[config.mk]
export PLATFORM = sky130hd
export DESIGN_NAME = pow2
export DESIGN_NICKNAME = d
export VERILOG_FILES = /design/src/rtl/pow2.sv
export SDC_FILE = /design/constraint.sdc
export NUM_CORES = 2
export LEC_CHECK = 0
export BUFFER_PORTS_ARGS = -buffer_cell sky130_fd_sc_hd__buf_2
export CAP_MARGIN = 20
export CELL_PAD_IN_SITES_DETAIL_PLACEMENT = 0
export CELL_PAD_IN_SITES_GLOBAL_PLACEMENT = 1
export CORE_ASPECT_RATIO = 0.8
export CORE_MARGIN = 4
export CORE_UTILIZATION = 52
export DETAILED_ROUTE_END_ITERATION = 12
export GPL_ROUTABILITY_DRIVEN = 0
export GPL_TIMING_DRIVEN = 0
export PLACE_DENSITY_LB_ADDON = 0.1
export SYNTH_ARGS = -nofsm -noshare
export SYNTH_HDL_FRONTEND = slang
export SYNTH_SLANG_ARGS = --single-unit
[constraint.sdc]
create_clock -name clk -period 10.3 [get_ports clk]
set_input_delay 1.03 -clock clk [delete_from_list [all_inputs] [get_ports clk]]
set_output_delay 1.03 -clock clk [all_outputs]
set_load 0.05 [all_outputs]
[src/rtl/pow2.sv]
// ----------------------------------------------------------------------------
// pow2 -- iterative fixed-point base-2 antilog unit
//
// Computes 2^x for x = k + f, where the operand word is {k[7:0], f[23:0]}
// (the same layout the log2 unit produces). The result is unsigned 16.16.
// The fractional part is handled by a shift-and-multiply loop over the bits
// of f, one bit per clock, multiplying a Q2.30 accumulator by
// C[i] = 2^(2^-i). The integer part is then applied as a left shift.
// Any k of 16 or more saturates the result and raises the overflow flag.
// Latency is fixed at 26 edges from accept to the done pulse.
//
// Ports:
//   clk              system clock, rising edge
//   rst              synchronous active-low reset
//   pow2_start       request pulse, only accepted while idle
//   x_in[31:0]       operand {k, f}, latched on accept
//   pow2_result_out  2^x in 16.16, held until the next accept or reset
//   pow2_busy        high from the cycle after accept until the SHIFT edge
//   pow2_done        one-cycle completion pulse
//   pow2_ovf         set when k >= 16, held with the result
//
// Build option:
//   POW2_ROUND_EN    when defined, the iteration products, the final shift and
//                    the C[i] constants use round-to-nearest. Otherwise all
//                    three truncate. Latency is the same in both builds.
// ----------------------------------------------------------------------------
module pow2 #(
    parameter int FRAC_W   = 24,
    parameter int OUT_FRAC = 16
) (
    input  logic        clk,
    input  logic        rst,
    input  logic        pow2_start,
    input  logic [31:0] x_in,
    output logic [31:0] pow2_result_out,
    output logic        pow2_busy,
    output logic        pow2_done,
    output logic        pow2_ovf
);

    localparam int ITER_W = $clog2(FRAC_W + 1);
    localparam int ROM_D  = 1 << ITER_W;
    localparam int SH     = 30 - OUT_FRAC;

    // ln(2) in Q64, used only when the coefficient table is elaborated
    localparam logic [127:0] LN2_Q64 = 128'hB172_17F7_D1CF_79AB;

    typedef enum logic [1:0] {IDLE, RUN, SHIFT} state_t;

    state_t              state;
    logic [7:0]          k_reg;
    logic [FRAC_W-1:0]   f_sh;
    logic [31:0]         acc;
    logic [ITER_W-1:0]   iter;

    logic [63:0]         product;
    logic [31:0]         acc_mul;
    logic [46:0]         wide;
    logic [31:0]         shifted;

    // Elaboration-time evaluation of 2^(2^-idx) * 2^30 as exp(ln2 * 2^-idx),
    // summed as a Taylor series in Q64 so the final floor/round at 2^-30 is
    // exact for every table entry.
    function automatic logic [31:0] coef(input int idx);
        logic [127:0] y;
        logic [127:0] term;
        logic [127:0] sum;
        y    = LN2_Q64 >> idx;
        term = 128'd1 << 64;
        sum  = term;
        for (int n = 1; n < 24; n++) begin
            term = (term * y) >> 64;
            term = term / 128'(n);
            sum  = sum + term;
        end
`ifdef POW2_ROUND_EN
        sum = sum + (128'd1 << 33);
`endif
        return sum[65:34];
    endfunction

    // Coefficient ROM, indexed directly by the iteration counter; entries
    // outside 1..FRAC_W are never selected during RUN and read as zero.
    logic [31:0] c_rom [0:ROM_D-1];

    for (genvar g = 0; g < ROM_D; g++) begin : g_rom
        localparam logic [31:0] C_VAL = ((g >= 1) && (g <= FRAC_W)) ? coef(g) : 32'd0;
        assign c_rom[g] = C_VAL;
    end

    // Datapath: one accumulator multiply step, and the final integer shift
    // into 16.16. The 47-bit intermediate holds acc << 15 without loss.
    always_comb begin
        product = {32'b0, acc} * {32'b0, c_rom[iter]};
`ifdef POW2_ROUND_EN
        product = product + 64'h0000_0000_2000_0000;
`endif
        acc_mul = 32'(product >> 30);

        wide = {15'b0, acc} << k_reg[3:0];
`ifdef POW2_ROUND_EN
        wide = wide + (47'd1 << (SH - 1));
`endif
        shifted = 32'(wide >> SH);
    end

    // Control FSM. The fraction is held in a shift register so that the bit
    // consumed on iteration i (f[FRAC_W-i]) is always the MSB.
    always_ff @(posedge clk) begin
        if (!rst) begin
            state           <= IDLE;
            k_reg           <= '0;
            f_sh            <= '0;
            acc             <= '0;
            iter            <= '0;
            pow2_result_out <= '0;
            pow2_busy       <= 1'b0;
            pow2_done       <= 1'b0;
            pow2_ovf        <= 1'b0;
        end else begin
            pow2_done <= 1'b0;
            unique case (state)
                IDLE: begin
                    if (pow2_start) begin
                        k_reg     <= x_in[31:24];
                        f_sh      <= x_in[FRAC_W-1:0];
                        acc       <= 32'h4000_0000;
                        iter      <= ITER_W'(1);
                        pow2_ovf  <= 1'b0;
                        pow2_busy <= 1'b1;
                        state     <= RUN;
                    end
                end
                RUN: begin
                    if (f_sh[FRAC_W-1]) begin
                        acc <= acc_mul;
                    end
                    f_sh <= f_sh << 1;
                    iter <= iter + 1'b1;
                    if (iter == ITER_W'(FRAC_W)) begin
                        state <= SHIFT;
                    end
                end
                SHIFT: begin
                    if (k_reg[7:4] != 4'd0) begin
                        pow2_result_out <= 32'hFFFF_FFFF;
                        pow2_ovf        <= 1'b1;
                    end else begin
                        pow2_result_out <= shifted;
                        pow2_ovf        <= 1'b0;
                    end
                    pow2_busy <= 1'b0;
                    pow2_done <= 1'b1;
                    state     <= IDLE;
                end
                default: begin
                    state <= IDLE;
                end
            endcase
        end
    end

endmodule

; ---- Word-level counts from Yosys, hierarchy flattened
; Memory sizes are Yosys's and may differ from the RTL's.
; Index checks and enable logic that the tools add are counted.
; W data, S select, Z words.
[word_totals]
regBits = 106
wordCells = 49
n_memories = 1
out_inout_bits = 35
romBits = 1024
inputBits = 35
[classes]
addsub = 1
mul = 1
n_shift = 1
reduce_logical = 9
bitwise = 1
magnitude_cmp = 1
muxes = 19
n_eq_ne = 6
[memory_table]
columns = memory, words, width, rd, rd_clocked_by_memory_dff, write_ports, line
row1 = (name not given), 32, 32, 1, 0, 0, 94  ; product = {32'b0, acc} * {32'b0, c_rom[iter]};
[op_table]
columns = operator, count
row1 = $mux W32, 5
row2 = $pmux W32 S2, 1
row3 = $mul A32 B32 Y62, 1
row4 = $pmux W24 S2, 1
row5 = $shl A32 B4 Y46, 1
row6 = $mux W24, 1
row7 = $pmux W5 S2, 1
row8 = $reduce_and A2 Y1, 4
row9 = $ge A6 B6 Y1 const B, 1
row10 = $ne A2 B2 Y1 const B, 3
row11 = $not A5 Y6, 1
row12 = $add A5 B1 Y5 const B, 1
row13 = $eq A5 B5 Y1 const B, 1
row14 = $mux W5, 1
row15 = $mux W1, 4
row16 = $mux W2, 2
row17 = $pmux W1 S2, 2
row18 = $pmux W2 S2, 1
row19 = $reduce_bool A2 Y1, 2
row20 = $reduce_bool A4 Y1, 1
row21 = $reduce_and A3 Y1, 1
row22 = $eq A2 B1 Y1 const B, 1
row23 = $eq A2 B2 Y1 const B, 1
row24 = $logic_not A2 Y1, 1

; ---- Depth between registers and ports, before layout
[depth]
word_depth = 7
depth_mapped = 36

; ---- Worst setup path before layout
; OpenSTA, ideal clock, no wires.
[synth_timing]
path_kind = flip-flop to flip-flop
start = register iter[0]
end = register acc[29]
slack_ps = 1493
arrival_time_ps = 8745
path_stages_with_launch = 31
path_buffers = 4
setup_ps = 63
path_cell_list = dfxtp_1 > clkbuf_1 > inv_1 > ha_1 > clkbuf_2 > nand2_1 > nand3_1 > o21ai_0 > o21ai_0 > clkbuf_1 > nand2_1 > fa_1 > fa_1 > fa_1 > fa_1 > inv_1 > fa_1 > fa_1 > fa_1 > fa_1 > ha_1 > clkbuf_1 > a21oi_1 > o21ai_0 > a221o_1 > a221oi_1 > a31oi_2 > a41o_2 > a41o_1 > or3_1 > nand3_1
[synth_between]
elab_chain_cells = 7
[synth_lines]
columns = element, line
row1 = "start, declared", 54  ; logic [ITER_W-1:0] iter;
row2 = "start signal, assigned", 139  ; iter <= iter + 1'b1;
row3 = $not A5 Y6 (implied by the code), 94
row4 = $mem_v2 Z32 W32, n/a
row5 = $mux W32 (implied by the code) (2 in series), 94
row6 = $mul A32 B32 Y62, 94
row7 = $mux W32, 135  ; if (f_sh[FRAC_W-1]) begin
row8 = $pmux W32 S2, 122  ; unique case (state)
row9 = "end signal, assigned", 136  ; acc <= acc_mul;
row10 = "end, declared", 53  ; logic [31:0] acc;
; No other way between the ends. The select of a mux whose other input is x is not followed.
; A chain may end at the register's enable or synchronous reset.

; ---- Worst setup path in the final report
[layout_timing]
start = register iter[1]
end = register acc[30]
; Same word-level chain as after synthesis.

==> impl_metrics.ini <==
[yosys]
synth_cell_types = 70
syn-cell-area_mm2 = 0.03723
synthFlopType = dfxtp_1
synth.most_common_cell = inv_1
async_flop_share_pct = 0
synth_area_leaders = fa_1 45%, ha_1 9.5%, and2_1 9.2%, inv_1 8.6%, dfxtp_1 5.7%
synth_cells = 4201
synth_largest_area_cell = fa_1
yosysWarningCount = 0
ys_seq_elements = 106
synth_commonest_cells = 854 x inv_1, 834 x fa_1, 561 x nand2_1
synth-edff-count = 0
yosys.area.top_type_share_pct = 44.84
avgSynthCellArea_um2 = 8.863
yosysSeqAreaShare_pct = 5.699
synth.net_count = 5353

[worst_setup_path]
cp.arrival_ps = 10350
cp_top_family = adder cells
r2r_end = acc[30]
worstPathMaxFanout = 10
cp-startpoint = iter[1]
path_common_cell = fa_1
r2r_setup_slack_ps = 180
r2r-start = iter[1]
cp_num_buf_inv = 7
endpoint_kind = register
crit_type = reg -> reg
critPathLaunchType = register
crit_path_top_delay_cell = clkbuf_1
endpoint = acc[30]
path_depth = 29
max_stage_delay_ps = 660
reg2regPathDepth = 29
cp.required_ps = 10530

[global_route]
grt_pass1_wl_um = 203800
grt_max_degree = 22
antenna_found_initial = 17
grt.overflow.total = 0
grtUsageMet3_pct = 16.21
use_met1_pct = 51.72
grt_util_met2_pct = 51.73
top_usage_layer = met2
track_usage_pct = 36.97
grt_pass1_vias = 30587

[timing]
fin_crit_ps = 10120
fmax_mhz = 98.84
max_slew_margin_pct = 16.19
finClkSkew_ps = 17.93
drv_slew = 0
tightest_slew_ps = 1257
rsz0062_at_grt = yes
min_period_over_period_pct = 98.23
finalSetupViolCount = 0
finalHoldViolCount = 0

[layout]
drive_above_1_share_pct = 5.957
areaGrowthSynthToFinish_pct = 6.969
final_nets = 5461
final_cells = 5261
reg_top3 = acc: 32 flops, pow2_result_out: 32 flops, f_sh: 24 flops
stdcell_area_mm2 = 0.03983

[power]
p_leak_uw = 0.02029
pwr-share-comb_pct = 37.2
ir_drop_mv = 0.08007
power_frac_clock_pct = 28.3
swShare_pct = 43.34
power_density_mw_per_mm2 = 31.52
intPower_uw = 711.3
seqPwrFrac_pct = 34.5
switchingPower_uw = 544.1

[clock_network]
tritoncts = yes
clock_latency_ps = 370
cts.path.max_buffers = 2
postCtsHoldBufs = 0
root_buffer = clkbuf_16
path_clk_slew_ps = 80
cts-buffers-inserted = 9
cts_sinks = 106
cts.htree.levels = 3

[detailed_routing]
routed_wl_um = 137500
initialDrtViolationCount = 3149
drt_pre_antenna_iters = 6
drc_errors = 0
wl_per_cell_um = 26.13
vias = 29835
vias_per_cell = 5.671
ant_nets = 0

[place]
dp_hpwl_um = 114200
portBuffers = 68
dp_cells = 5220
placed_cell_area_mm2 = 0.03904

[die]
die-area_mm2 = 0.07598
coreArea_mm2 = 0.07076
initial_core_util_pct = 52.62
die_h_um = 247.3
io_pins = 70
rows = 87
die_w_um = 307.2

[flow_run]
cap_viol_max_count = 0

[worst_hold_path]
worstHoldPathCells = 2
holdCritPathClass = reg -> reg

[run_status]
status = finished, final reports clean
-- cell type report --
class / instances / area [um^2]
diodes: 13 / 32.53
plain buffers: 264 / 1076
clock buffers: 9 / 225.2
clock inverters: 7 / 80.08
fillers: 6709 / 30930
inverters: 858 / 3221
multi-input cells: 2969 / 31100
flip-flops and latches: 106 / 2123
well taps: 934 / 1169
repair buffers: 101 / 798.3
-- power groups by stage --
stage                     clock (uW)  sequential [uW]  combinational (uW)
after floorplan                    0              440                 226
after global placement             0              442                 428
after detailed placement           0              442                 431
after CTS                        360              433                 443
after global routing             375              435                 485
final                            355              433                 467
-- how the worst min path moves through the flow --
stage | to | start
after floorplan | k_reg[6] | k_reg[6]
after global placement | k_reg[5] | k_reg[5]
after detailed placement | k_reg[5] | k_reg[5]
after CTS | k_reg[5] | k_reg[5]
after global routing | k_reg[7] | k_reg[7]
final | k_reg[5] | k_reg[5]
-- stage by stage --
| step | worst slack (ps) | hold WS (ps) | utilization (%) | TNS, ps | total power, uW |
|---|---|---|---|---|---|
| CTS | 6.918 | 459.9 | 55.82 | 0 | 1236 |
| global placement | -2310 | 444.7 | 54.76 | -56880 | 869.7 |
| detailed placement | -1109 | 449.0 | 55.17 | -17910 | 872.9 |
| global route | -67.25 | 485.3 | 56.25 | -67.25 | 1294 |
| finish | 182.3 | 459.4 | 56.29 | 0 | 1255 |
| floorplan | 1493 | 436.0 | - | 0 | 666.0 |
-- cells in the final DEF, fill, tap and decap left out, types with 9 or more instances in the layout --
| cell type | n |
|---|---|
| a21o_1 | 49 |
| a21oi_1 | 106 |
| a311oi_1 | 26 |
| and2_1 | 549 |
| buf_2 | 71 |
| buf_4 | 11 |
| buf_8 | 18 |
| clkbuf_1 | 206 |
| clkbuf_16 | 9 |
| clkbuf_2 | 38 |
| dfxtp_1 | 105 |
| diode_2 | 13 |
| fa_1 | 834 |
| ha_1 | 283 |
| inv_1 | 854 |
| mux2_2 | 13 |
| mux2i_1 | 43 |
| mux4_2 | 18 |
| nand2_1 | 561 |
| nand2b_1 | 20 |
| nand3_1 | 32 |
| nand4_1 | 21 |
| nor2_1 | 83 |
| nor2b_1 | 42 |
| o21ai_0 | 94 |
| o221a_2 | 13 |
| xnor2_1 | 20 |
| xor2_1 | 10 |
-- logic make-up after synthesis --
logic type	count (synthesis)	synth area share, %
AO/OA/AOI/OAI	386	6.717
XOR/XNOR	31	0.7292
adder cells (fa/ha/maj)	1117	54.35
buffers and inverters	1126	11.38
flip-flops	106	5.699
multiplexers	74	2.638
AND/OR/NAND/NOR	1361	18.49
-- timing repair --
item / in CTS / in global routing
resized for setup: 54 / 65
pin swaps: 1 / 4
setup endpoints to repair: 32 / 23
setup buffers: 2 / 3
-- worst register-to-register path: cells and delay by family (launching register included) --
kind	cells	cell delay [ps]
adder cells (fa/ha/maj)	10	4490
flip-flops	1	360
AO/OA/AOI/OAI	3	800
XOR/XNOR	1	210
AND/OR/NAND/NOR	7	2020
buffers and inverters	7	1750
multiplexers	1	320
-- metal layers --
metal	share of wire (%)	wire length, um
met5	0.038	52
met4	4.0	5558
met2	40	54690
met3	15	20720
met1	41	56460
Power figures use the tool's default switching activity.
